[src/rtl/decode_stage_if.sv]
// Handshake and decoded-field bundle between fetch, decode and the register file/ALU.
// The master modport drives fetch, flush and writeback. The slave modport is the decode stage.
interface decode_stage_if #(
  parameter int INST_W    = 16,
  parameter int REG_SEL_W = 3
);
  logic                 flush;
  logic                 in_valid;
  logic                 in_ready;
  logic [INST_W-1:0]    in_inst;
  logic                 out_valid;
  logic                 out_ready;
  logic [REG_SEL_W-1:0] sel_a;
  logic [REG_SEL_W-1:0] sel_b;
  logic [REG_SEL_W-1:0] sel_d;
  logic [INST_W-1:0]    data_imm;
  logic [4:0]           alu_op;
  logic                 reg_d_we;
  logic                 is_jump;
  logic                 is_jumpeq;
  logic                 mem_rd;
  logic                 mem_wr;
  logic                 illegal;
  logic                 wb_valid;
  logic [REG_SEL_W-1:0] wb_sel;
  logic                 hazard;

  modport master (
    output flush, in_valid, in_inst, out_ready, wb_valid, wb_sel,
    input  in_ready, out_valid, sel_a, sel_b, sel_d, data_imm, alu_op,
           reg_d_we, is_jump, is_jumpeq, mem_rd, mem_wr, illegal, hazard
  );

  modport slave (
    input  flush, in_valid, in_inst, out_ready, wb_valid, wb_sel,
    output in_ready, out_valid, sel_a, sel_b, sel_d, data_imm, alu_op,
           reg_d_we, is_jump, is_jumpeq, mem_rd, mem_wr, illegal, hazard
  );
endinterface

[src/rtl/decode_stage.sv]
// Instruction decode with a 2-entry output+skid buffer (one-cycle latency, in_ready registered).
// Define DECODE_HAZARD_EN to enable the RAW/WAW pending-write scoreboard.
module decode_stage #(
  parameter int INST_W    = 16,
  parameter int REG_SEL_W = 3
) (
  input logic          clk,
  input logic          reset,
  decode_stage_if.slave bus
);
  localparam int RD_LSB = INST_W - 4 - REG_SEL_W;
  localparam int F_BIT  = RD_LSB - 1;
  localparam int RA_LSB = F_BIT - REG_SEL_W;
  localparam int RB_LSB = RA_LSB - REG_SEL_W;

  logic              out_full, skid_full;
  logic [INST_W-1:0] out_inst, skid_inst;
  logic              in_acc, out_acc, out_free, hold, vld;

  logic [3:0]           op;
  logic [REG_SEL_W-1:0] rd, ra, rb;
  logic                 f, dec_we;

  assign op     = out_inst[INST_W-1 -: 4];
  assign rd     = out_inst[RD_LSB +: REG_SEL_W];
  assign f      = out_inst[F_BIT];
  assign ra     = out_inst[RA_LSB +: REG_SEL_W];
  assign rb     = out_inst[RB_LSB +: REG_SEL_W];
  assign dec_we = !(op == 4'h7 || op[3:2] == 2'b11);

  assign vld      = out_full && !hold;
  assign in_acc   = bus.in_valid && !skid_full;
  assign out_acc  = vld && bus.out_ready;
  assign out_free = !out_full || out_acc;

  always_ff @(posedge clk or posedge reset) begin
    if (reset) begin
      out_full  <= 1'b0;
      skid_full <= 1'b0;
      out_inst  <= '0;
      skid_inst <= '0;
    end else if (bus.flush) begin
      out_full  <= 1'b0;
      skid_full <= 1'b0;
    end else if (out_free) begin
      // Skid always drains first so order is preserved; in_acc cannot coincide with a full skid.
      if (skid_full) begin
        out_inst  <= skid_inst;
        out_full  <= 1'b1;
        skid_full <= 1'b0;
      end else if (in_acc) begin
        out_inst <= bus.in_inst;
        out_full <= 1'b1;
      end else begin
        out_full <= 1'b0;
      end
    end else if (in_acc) begin
      skid_inst <= bus.in_inst;
      skid_full <= 1'b1;
    end
  end

`ifdef DECODE_HAZARD_EN
  localparam int NUM_REGS = 2 ** REG_SEL_W;
  localparam logic [NUM_REGS-1:0] ONE = {{(NUM_REGS-1){1'b0}}, 1'b1};

  logic [NUM_REGS-1:0] pending, set_mask, clr_mask;
  logic                chk_a, chk_b, chk_d, hit;

  always_comb begin
    chk_a = (op <= 4'h7) || (op >= 4'h9 && op <= 4'hB) || (op == 4'hD);
    chk_b = (op <= 4'h5) || (op == 4'h7) || (op == 4'hD);
    // LOAD merges into rD, register-target JUMP reads rD, and any writer checks WAW.
    chk_d = (op == 4'h8) || (op == 4'hC && !f) || dec_we;
    hit   = (chk_a && pending[ra]) || (chk_b && pending[rb]) || (chk_d && pending[rd]);
  end

  assign hold     = out_full && hit;
  assign set_mask = (out_acc && dec_we) ? (ONE << rd) : '0;
  assign clr_mask = bus.wb_valid ? (ONE << bus.wb_sel) : '0;

  always_ff @(posedge clk or posedge reset) begin
    if (reset) pending <= '0;
    else       pending <= (pending & ~clr_mask) | set_mask;
  end
`else
  assign hold = 1'b0;
  wire unused_wb = &{1'b0, bus.wb_valid, bus.wb_sel};
`endif

  assign bus.in_ready  = !skid_full;
  assign bus.out_valid = vld;
  assign bus.hazard    = hold;
  assign bus.sel_a     = ra;
  assign bus.sel_b     = rb;
  assign bus.sel_d     = rd;
  assign bus.data_imm  = {out_inst[INST_W/2-1:0], out_inst[INST_W/2-1:0]};
  assign bus.alu_op    = {op, f};
  assign bus.reg_d_we  = vld && dec_we;
  assign bus.is_jump   = vld && (op == 4'hC);
  assign bus.is_jumpeq = vld && (op == 4'hD);
  assign bus.mem_rd    = vld && (op == 4'h6);
  assign bus.mem_wr    = vld && (op == 4'h7);
  assign bus.illegal   = vld && (op[3:1] == 3'b111);
endmodule
[src/flat_wrapper.sv]
// flat-port wrapper written by rule: the top's interface ports become plain ports
module decode_stage_flat 
#(
  parameter int INST_W    = 16,
  parameter int REG_SEL_W = 3
)
  (clk, reset, bus_flush, bus_in_valid, bus_in_inst, bus_out_ready, bus_wb_valid, bus_wb_sel, bus_in_ready, bus_out_valid, bus_sel_a, bus_sel_b, bus_sel_d, bus_data_imm, bus_alu_op, bus_reg_d_we, bus_is_jump, bus_is_jumpeq, bus_mem_rd, bus_mem_wr, bus_illegal, bus_hazard);
  decode_stage_if #(.INST_W(INST_W), .REG_SEL_W(REG_SEL_W)) bus_i ();
  input logic clk;
  input logic reset;
  input wire logic [$bits(bus_i.flush)-1:0] bus_flush;
  input wire logic [$bits(bus_i.in_valid)-1:0] bus_in_valid;
  input wire logic [$bits(bus_i.in_inst)-1:0] bus_in_inst;
  input wire logic [$bits(bus_i.out_ready)-1:0] bus_out_ready;
  input wire logic [$bits(bus_i.wb_valid)-1:0] bus_wb_valid;
  input wire logic [$bits(bus_i.wb_sel)-1:0] bus_wb_sel;
  output wire logic [$bits(bus_i.in_ready)-1:0] bus_in_ready;
  output wire logic [$bits(bus_i.out_valid)-1:0] bus_out_valid;
  output wire logic [$bits(bus_i.sel_a)-1:0] bus_sel_a;
  output wire logic [$bits(bus_i.sel_b)-1:0] bus_sel_b;
  output wire logic [$bits(bus_i.sel_d)-1:0] bus_sel_d;
  output wire logic [$bits(bus_i.data_imm)-1:0] bus_data_imm;
  output wire logic [$bits(bus_i.alu_op)-1:0] bus_alu_op;
  output wire logic [$bits(bus_i.reg_d_we)-1:0] bus_reg_d_we;
  output wire logic [$bits(bus_i.is_jump)-1:0] bus_is_jump;
  output wire logic [$bits(bus_i.is_jumpeq)-1:0] bus_is_jumpeq;
  output wire logic [$bits(bus_i.mem_rd)-1:0] bus_mem_rd;
  output wire logic [$bits(bus_i.mem_wr)-1:0] bus_mem_wr;
  output wire logic [$bits(bus_i.illegal)-1:0] bus_illegal;
  output wire logic [$bits(bus_i.hazard)-1:0] bus_hazard;
  assign bus_i.flush = bus_flush;
  assign bus_i.in_valid = bus_in_valid;
  assign bus_i.in_inst = bus_in_inst;
  assign bus_i.out_ready = bus_out_ready;
  assign bus_i.wb_valid = bus_wb_valid;
  assign bus_i.wb_sel = bus_wb_sel;
  assign bus_in_ready = bus_i.in_ready;
  assign bus_out_valid = bus_i.out_valid;
  assign bus_sel_a = bus_i.sel_a;
  assign bus_sel_b = bus_i.sel_b;
  assign bus_sel_d = bus_i.sel_d;
  assign bus_data_imm = bus_i.data_imm;
  assign bus_alu_op = bus_i.alu_op;
  assign bus_reg_d_we = bus_i.reg_d_we;
  assign bus_is_jump = bus_i.is_jump;
  assign bus_is_jumpeq = bus_i.is_jumpeq;
  assign bus_mem_rd = bus_i.mem_rd;
  assign bus_mem_wr = bus_i.mem_wr;
  assign bus_illegal = bus_i.illegal;
  assign bus_hazard = bus_i.hazard;
  decode_stage #(.INST_W(INST_W), .REG_SEL_W(REG_SEL_W)) u_core (.clk(clk), .reset(reset), .bus(bus_i));
endmodule
[config.mk]
export PLATFORM = sky130hd
export DESIGN_NAME = decode_stage_flat
export DESIGN_NICKNAME = d
export VERILOG_FILES = /design/src/rtl/decode_stage_if.sv /design/src/rtl/decode_stage.sv /design/src/flat_wrapper.sv
export SDC_FILE = /design/constraint.sdc
export NUM_CORES = 1
export LEC_CHECK = 0
export ABC_AREA = 1
export CAP_MARGIN = 20
export CORE_UTILIZATION = 45
export DETAILED_ROUTE_END_ITERATION = 16
export HOLD_SLACK_MARGIN = 0.05
export PLACE_DENSITY = 0.83
export SLEW_MARGIN = 20
export SYNTH_ARGS = -nofsm -noshare
export SYNTH_HDL_FRONTEND = slang
export SYNTH_SLANG_ARGS = --single-unit
[constraint.sdc]
create_clock -name clk -period 3.6 [get_ports clk]
set_clock_uncertainty 0.2 [all_clocks]
set_input_delay 0.54 -clock clk [delete_from_list [all_inputs] [get_ports clk]]
set_output_delay 0.54 -clock clk [all_outputs]
set_load 0.01 [all_outputs]
After elaboration in Yosys (flattened, before gate mapping)
Cells that the tools add are included.
{ "totals": {"out_inout_bits": 39, "regBits": 34, "input_bits": 25} }
{ "op_classes": {"muxes": 9, "n_reduce_logical": 18, "n_eq_ne": 6, "n_bitwise": 2} }
{ "op_table": {"columns": ["op", "n"], "rows": [
  ["16-bit 2-to-1 mux", 2],
  ["4-bit by 3-bit equality test with 1-bit output, second input constant", 2],
  ["4-bit equality test, second input constant", 2],
  ["1-bit logical AND", 8],
  ["1-bit 2-to-1 mux", 7],
  ["3-bit AND reduction", 2],
  ["2-bit nonzero test", 2],
  ["3-bit equality test, second input constant", 1],
  ["1-bit zero test", 3],
  ["3-bit nonzero test", 1],
  ["2-bit equality test, second input constant", 1],
  ["1-bit logical OR", 2],
  ["1-bit NOT", 2]
]} }

Depth between registers and ports, before layout
Gate-level depths: netlist of run 1.
{ "depth": {"depth_word": 6, "depth_mapped": 7, "ltp_nobuf": 5} }

Least setup slack after synthesis of run 1
Ideal clock, no wire load.
{ "synth_timing": {"kind": "register -> output", "from": "register u_core.out_full (netlist: u_core.bus.out_valid)", "to": "output port bus_is_jump", "path_stages_with_launch": 4, "arrival_ns": 1.070, "slack_ns": 1.790, "path_cell_list": "dfrtp_1 inv_2 or2_1 nor3_1"} }
{ "synth_between": {"elab_chain_len": 1} }
{ "synth_rtl": {"columns": ["item", "line_no", "rtl"], "rows": [
  ["from (decl)", "decode_stage.sv:16", "logic out_full, skid_full;"],
  ["from (signal assigned)", "decode_stage.sv:38", "out_full <= 1'b0;"],
  ["from (signal assigned)", "decode_stage.sv:43", "out_full <= 1'b0;"],
  ["from (signal assigned)", "decode_stage.sv:49", "out_full <= 1'b1;"],
  ["1-bit logical AND", "decode_stage.sv:100", "assign bus.is_jump = vld && (op == 4'hC);"],
  ["to (decl)", "flat_wrapper.sv:25", "output wire logic [$bits(bus_i.is_jump)-1:0] bus_is_jump;"]
]} }
No other way between the ends.

Worst setup path after layout of run 1
{ "layout_timing": {"from": "register u_core.skid_full", "to": "output port bus_in_ready"} }
{ "layout_between": {"elab_chain_len": 1} }
{ "layout_rtl": {"columns": ["item", "line_no", "rtl"], "rows": [
  ["from (decl)", "decode_stage.sv:16", null],
  ["from (signal assigned)", "decode_stage.sv:39", "skid_full <= 1'b0;"],
  ["from (signal assigned)", "decode_stage.sv:44", "skid_full <= 1'b0;"],
  ["from (signal assigned)", "decode_stage.sv:50", "skid_full <= 1'b0;"],
  ["1-bit zero test", "decode_stage.sv:91", "assign bus.in_ready = !skid_full;"],
  ["to (decl)", "flat_wrapper.sv:17", "output wire logic [$bits(bus_i.in_ready)-1:0] bus_in_ready;"]
]} }
No other way between the ends.

==> results of run 1 <==
==> cell families after synthesis <==
family                 share of synthesized area (%)
other                                          0.203
AND/OR/NAND/NOR                                 41.8
flip-flops                                      46.2
buffers and inverters                           11.8
==> through the flow <==
step,instances,power (W)
after global placement,318,0.000807
after floorplan,235,0.000686
final,324,0.00109
after global routing,324,0.00116
after CTS,324,0.00109
after detailed placement,318,0.000820
==> path summary, 6_finish.rpt <==
check                                      endpoint                 from  slack [ns]
worst min-delay path            u_core.skid_inst[4]  u_core.skid_inst[4]        0.27
min in group asynchronous        u_core.out_inst[5]                reset        0.44
worst max-delay path                   bus_in_ready     u_core.skid_full        0.94
max in group asynchronous       u_core.out_inst[10]                reset        2.47
worst max register to register   u_core.out_inst[3]     u_core.skid_full        1.69
worst min register to register  u_core.skid_inst[4]  u_core.skid_inst[4]        0.27
==> critical path, cell delays in order, from the launching register on <==
cell	delay, ns
dfrtp_1	0.86
inv_4	0.22
clkdlybuf4s50_1	0.54
==> placed cells by master (no fill, tap or decap), drive strengths merged <==
| cell | Yosys | layout |
|---|---|---|
| nand3 | 36 | 36 |
| conb | 1 | 1 |
| clkbuf | 0 | 6 |
| nand4 | 1 | 1 |
| clkdlybuf4s50 | 0 | 58 |
| or2 | 1 | 1 |
| dfrtp | 34 | 34 |
| buf | 24 | 1 |
| nand2 | 119 | 119 |
| nor3 | 2 | 2 |
| inv | 7 | 7 |
| nor2 | 10 | 10 |
==> registers in the layout, indices dropped and copies added, names as in the netlist <==
signal,flops
u_core.bus.out_valid,1
u_core.out_inst,16
u_core.skid_full,1
u_core.skid_inst,16
==> area by class of cell <==
cell class | instances | area (µm²) | area share, %
repair buffers | 59 | 588 | 24.7
multi-input cells | 170 | 774 | 32.5
clock buffers | 6 | 82.6 | 3.46
flip-flops and latches | 34 | 851 | 35.7
inverters | 7 | 28.8 | 1.21
well taps | 48 | 60.1 | 2.52
==> power breakdown <==
| part | internal, W | switching, W |
|---|---|---|
| combinational | 0.000159 | 0.000139 |
| sequential | 0.000457 | 0.0000547 |
| clock | 0.000147 | 0.000128 |
| total | 0.000764 | 0.000322 |
==> Yosys cell counts <==
cell type and number:
conb_1 1, or2_1 1, buf_6 3, inv_4 1, dfrtp_1 34, nand2_2 2, nand3_1 33, nand3_4 3
nor2_1 5, inv_1 3, inv_2 3, buf_2 1, nor3_1 2, nor2_2 1, buf_4 20, nand4_1 1
nand2_1 117, nor2_8 1, nor2_4 3
==> routing by layer <==
metal  vias up  track usage (%)
li1        809                -
met1       728             28.9
met2        52             32.3
met3        11             4.14
met4         0             11.2
met5         -                0
==> results by group, run 1 <==
Cells and area
  • Post-layout instance area: 2380 µm²
  • Share of cells above drive strength 1: 7.61%
  • Final net count: 302
  • Fill count: 337
  • Final core utilization: 62.8%
  • Area grow syn2layout: 29.4%
  • ANT cells: 0

Global route
  • Pin count of the biggest net entering global routing: 35
  • Grt ovf: 0
  • Initial antenna violation count: 0
  • Vias in the first global route: 1440
  • Gr usage total: 21.4%
  • Global-route wire length before repair: 6.82 mm

Placement
  • Placer's final routability congestion estimate: 0.801
  • PortBufs: 58
  • Place WS: 1.26 ns
  • Cell Area, Placed: 2300 µm²
  • Dpl hpwl: 2.85 mm

Routing
  • Uppermost routed layer: met4
  • # DRC: 0
  • First DRT Iteration DRCs: 93
  • DRT Pass-1 Iters: 4
  • Metal2 WL: about 2.0 mm
  • Met3 WL: ~210 µm
  • Wirelength, routed: 4.01 mm
  • Via count: 1600
  • Antenna viol nets, final: 0
  • Drt wl/cell: 12.4 µm
  • WL met1: around 1.7 mm
  • Vias per cell: between 4 and 5

Clocking
  • CTS tree: done
  • Hold buffer count at CTS: 0
  • Resize count post-CTS: 0
  • H-tree depth: 2
  • TritonCTS Sinks: 34
  • Setup Buffers After CTS: 0
  • Clock-pin slew on the worst setup and hold paths: 0.06 ns
  • Clk_lat worst skew: between 0.2 and 0.3 ns
  • CTS buffer count: 5
  • Root buf cell: clkbuf_8
  • Buffer depth of the longest clock path: 2

STA
  • Fmax: 376 MHz
  • Slew @ Worst Pin: roughly 0.80 ns
  • Accumulated negative setup slack: 0 ns
  • Min Hold Slack: 0.271 ns
  • Final Hold Fails: 0
  • Post-route setup slack: 0.941 ns
  • Post-route minimum period: between 2 and 3 ns
  • Final Max Tran Viols: 0
  • RSZ-0062 raised after global routing: no
  • Final Cycle Share: 73.9%
  • Relative slew slack: 46.5%
  • # setup viols final: 0

Yosys
  • Post-Syn Area per Cell: about 8 µm²
  • Synth Cell Area: 1840 µm²
  • Mapped Nets: 260
  • Synthesized instance count: 235
  • Synth top area cells: dfrtp_1, nand2_1, nand3_1
  • Syn. warnings: 0
  • Post-synthesis sequential area ratio: 46.2%
  • Distinct cells, synth: 19
  • Yosys reg bits: 34
  • Share of the synthesized area in the top cell type: 46.2%
  • Largest area contributor in the netlist: dfrtp_1

Power and ir drop
  • Peak supply drop: between 200 and 250 µV
  • P_leak: 1.19 nW
  • Power density over the cells: 455 nW/µm²

Flow run
  • Maxcap violations: 0

Floorplan
  • Core Area: 3800 µm²
  • Die area: 4360 µm²
  • Row Count: 22
  • Starting Density: 48.5%
  • Die Ht: between 60 and 70 µm
  • Top-level I/O count: 64
  • Die width: 66.0 µm

Setup path
  • Worst endpoint data arrival time: 1.92 ns
  • Worst Path Max Fanout: 19
  • Worst Setup End Kind: primary output
  • Crit Path Class: reg2out
  • Worst setup SP type: flop
  • Worst Path Required: 2.86 ns
  • Cells on worst reg2reg path: 5

Min path
  • Hold path depth: 2
  • Hold WC Path Type: reg2reg

Outcome
  • Status: finished clean
Power figures use the tool's default switching activity.
==> inputs of run 2 (changes only) <==
- clock period: 3.6 -> 2.5 ns (I/O delays scaled with it)
==> run 2 against run 1 <==
Effect of this change: non-clock buffer count rose by 1; clock power rose by 34%; final cell count rose by 0.62%; worst hold slack got worse by 0.0011 ns; via count barely moved; critical endpoint is now bus_is_jump; largest power group unchanged.
==> results by group, run 2 (synthesized netlist as in run 1, its figures left out) <==
Clocking
  • Clock-pin slew on the worst setup and hold paths: 0.06 ns
  • CTS buffer count: 5
  • CTS tree: done
  • TritonCTS Sinks: 34
  • Buffer depth of the longest clock path: 2
  • H-tree depth: 2
  • Clk_lat worst skew: 0.28 ns
  • Root buf cell: clkbuf_8
  • Hold buffer count at CTS: 0

Cells and area
  • ANT cells: 0
  • Most common cell after layout, fill and taps aside: nand2_1
  • Top Registers: u_core.out_inst (16), u_core.skid_inst (16)
  • Fill count: 344
  • Final net count: 303
  • Commonest cells after routing, fill and taps aside: nand2_1, clkdlybuf4s50_1, nand3_1, dfrtp_1
  • Area grow syn2layout: 29.5%
  • Share of cells above drive strength 1: between 7 and 8%

Routing
  • First DRT Iteration DRCs: 99
  • Via count: 1601
  • Vias per cell: 4.91
  • # DRC: 0
  • Antenna viol nets, final: 0
  • Drt wl/cell: ~12 µm
  • DRT Pass-1 Iters: 4
  • Wirelength, routed: 3.97 mm

STA
  • Accumulated negative setup slack: 0 ns
  • Final Max Tran Viols: 0
  • RSZ-0062 raised after global routing: no
  • Final Hold Fails: 0
  • Post-route minimum period: between 2 and 2.5 ns
  • # setup viols final: 0
  • Fmax: about 430 MHz
  • Final Cycle Share: 93.6%

Setup path
  • Worst Path Max Fanout: 5
  • Crit Path Class: reg2out
  • Reg2reg setup slack: 0.84 ns
  • Crit-path max cell delay: 0.58 ns
  • Worst Setup End Kind: primary output
  • Buf+Inv Stages, Crit Path: 2
  • Worst setup SP type: flop
  • Worst Path Required: 1.92 ns
  • RR Startpoint: u_core.skid_full
  • Worst r2r dst: u_core.skid_inst[14]
  • Crit path max-delay family: buffers and inverters
  • Worst endpoint data arrival time: 1.77 ns
  • Cells on worst reg2reg path: 5
  • Critical path's slowest cell: clkdlybuf4s50_1
  • Critical path cell sequence: inv_2, or2_1, nor3_1, clkdlybuf4s50_1

Floorplan
  • Die width: 66.0 µm
  • Die area: 4360 µm²
  • Row Count: 22
  • Starting Density: 48.5%
  • Top-level I/O count: 64
  • Core Area: 3800 µm²
  • Die Ht: around 66 µm

Global route
  • Grt ovf: 0
  • Pin count of the biggest net entering global routing: 35
  • Vias in the first global route: 1557
  • Initial antenna violation count: 0
  • Global-route wire length before repair: 7.06 mm
  • Gr usage total: 21.3%

Min path
  • Hold Path Sink: u_core.skid_inst[13]
  • Hold path depth: 2
  • Hold WC Path Type: reg2reg
  • Hold path start: u_core.skid_inst[13]

Power and ir drop
  • Peak supply drop: 270 µV
  • Sw Pwr: 0.000459 W
  • Logic pwr share: 28.2%
  • Power density over the cells: 645 nW/µm²
  • Pint: between 0.001 and 0.0015 W
  • Register share of total power: 47.8%
  • Clock share of power: 24.0%
  • P_leak: 1.18 nW
  • Design Power: 0.00154 W
  • Sw Ratio: 29.8%

Flow run
  • Maxcap violations: 0

Placement
  • Placer's final routability congestion estimate: 0.841
  • PortBufs: 58
  • Dpl hpwl: between 2 and 3 mm

Outcome
  • Status: finished clean
[run 2: changes by cell type in the layout (fill, tap and decap cells not counted)]
cell,previous run,this run
dfrtp_1,34,33
dfrtp_2,0,1
clkbuf_8,6,5
buf_4,1,2
clkbuf_1,0,2
[run 2: worst max path at each step]
stage                                     from     endpoint  slack, ns  depth (start not counted)
after floorplan           u_core.bus.out_valid  bus_is_jump       0.85                          3
after global placement    u_core.bus.out_valid  bus_is_jump       0.46                          4
after detailed placement  u_core.bus.out_valid  bus_is_jump       0.42                          4
after CTS                 u_core.bus.out_valid  bus_is_jump       0.12                          4
after global routing      u_core.bus.out_valid  bus_is_jump       0.08                          4
final                     u_core.bus.out_valid  bus_is_jump       0.16                          4
[run 2: tightest hold or removal path, cell delays in order (launching register included)]
cell and delay [ns]:
dfrtp_1 0.34, nand2_1 0.05, nand2_1 0.05
[run 2: power by group through the flow]
stage	clock network, W	registers (W)	logic [W]
final	0.000369	0.000736	0.000435
after global routing	0.000408	0.000749	0.000484
after CTS	0.000376	0.000735	0.000439
after detailed placement	0	0.000743	0.000437
after global placement	0	0.000737	0.000425
after floorplan	0	0.000751	0.000236
[run 2: repair_timing]
item,4_1_cts,5_1_grt
setup endpoints to repair,0,1
resized for setup,0,1
setup buffers,0,0
[run 2: cell type report]
class                   count  area [µm²]  area share (%)
repair buffers             60         596            24.9
well taps                  48        60.1            2.52
multi-input cells         170         774            32.4
inverters                   7        28.8            1.21
clock buffers               7        76.3            3.20
flip-flops and latches     34         852            35.7
[run 2: per-layer routing]
layer,vias to the layer above,global-route usage [%],share of wire (%)
met1,725,27.1,44
li1,808,-,-
met4,0,8.78,1.9
met3,7,3.10,5.3
met5,-,0,0
met2,61,36.1,49
[run 2: through the flow]
stage	cell area (µm²)	std cells	worst slack (ns)	hold WS [ns]	utilization, %
after floorplan	1840	235	0.855	0.242	-
after global placement	2310	319	0.456	0.253	60.8
after detailed placement	2310	319	0.415	0.258	60.8
after CTS	2390	326	0.116	0.274	62.8
after global routing	2390	326	0.0751	0.290	62.8
final	2390	326	0.159	0.270	62.8
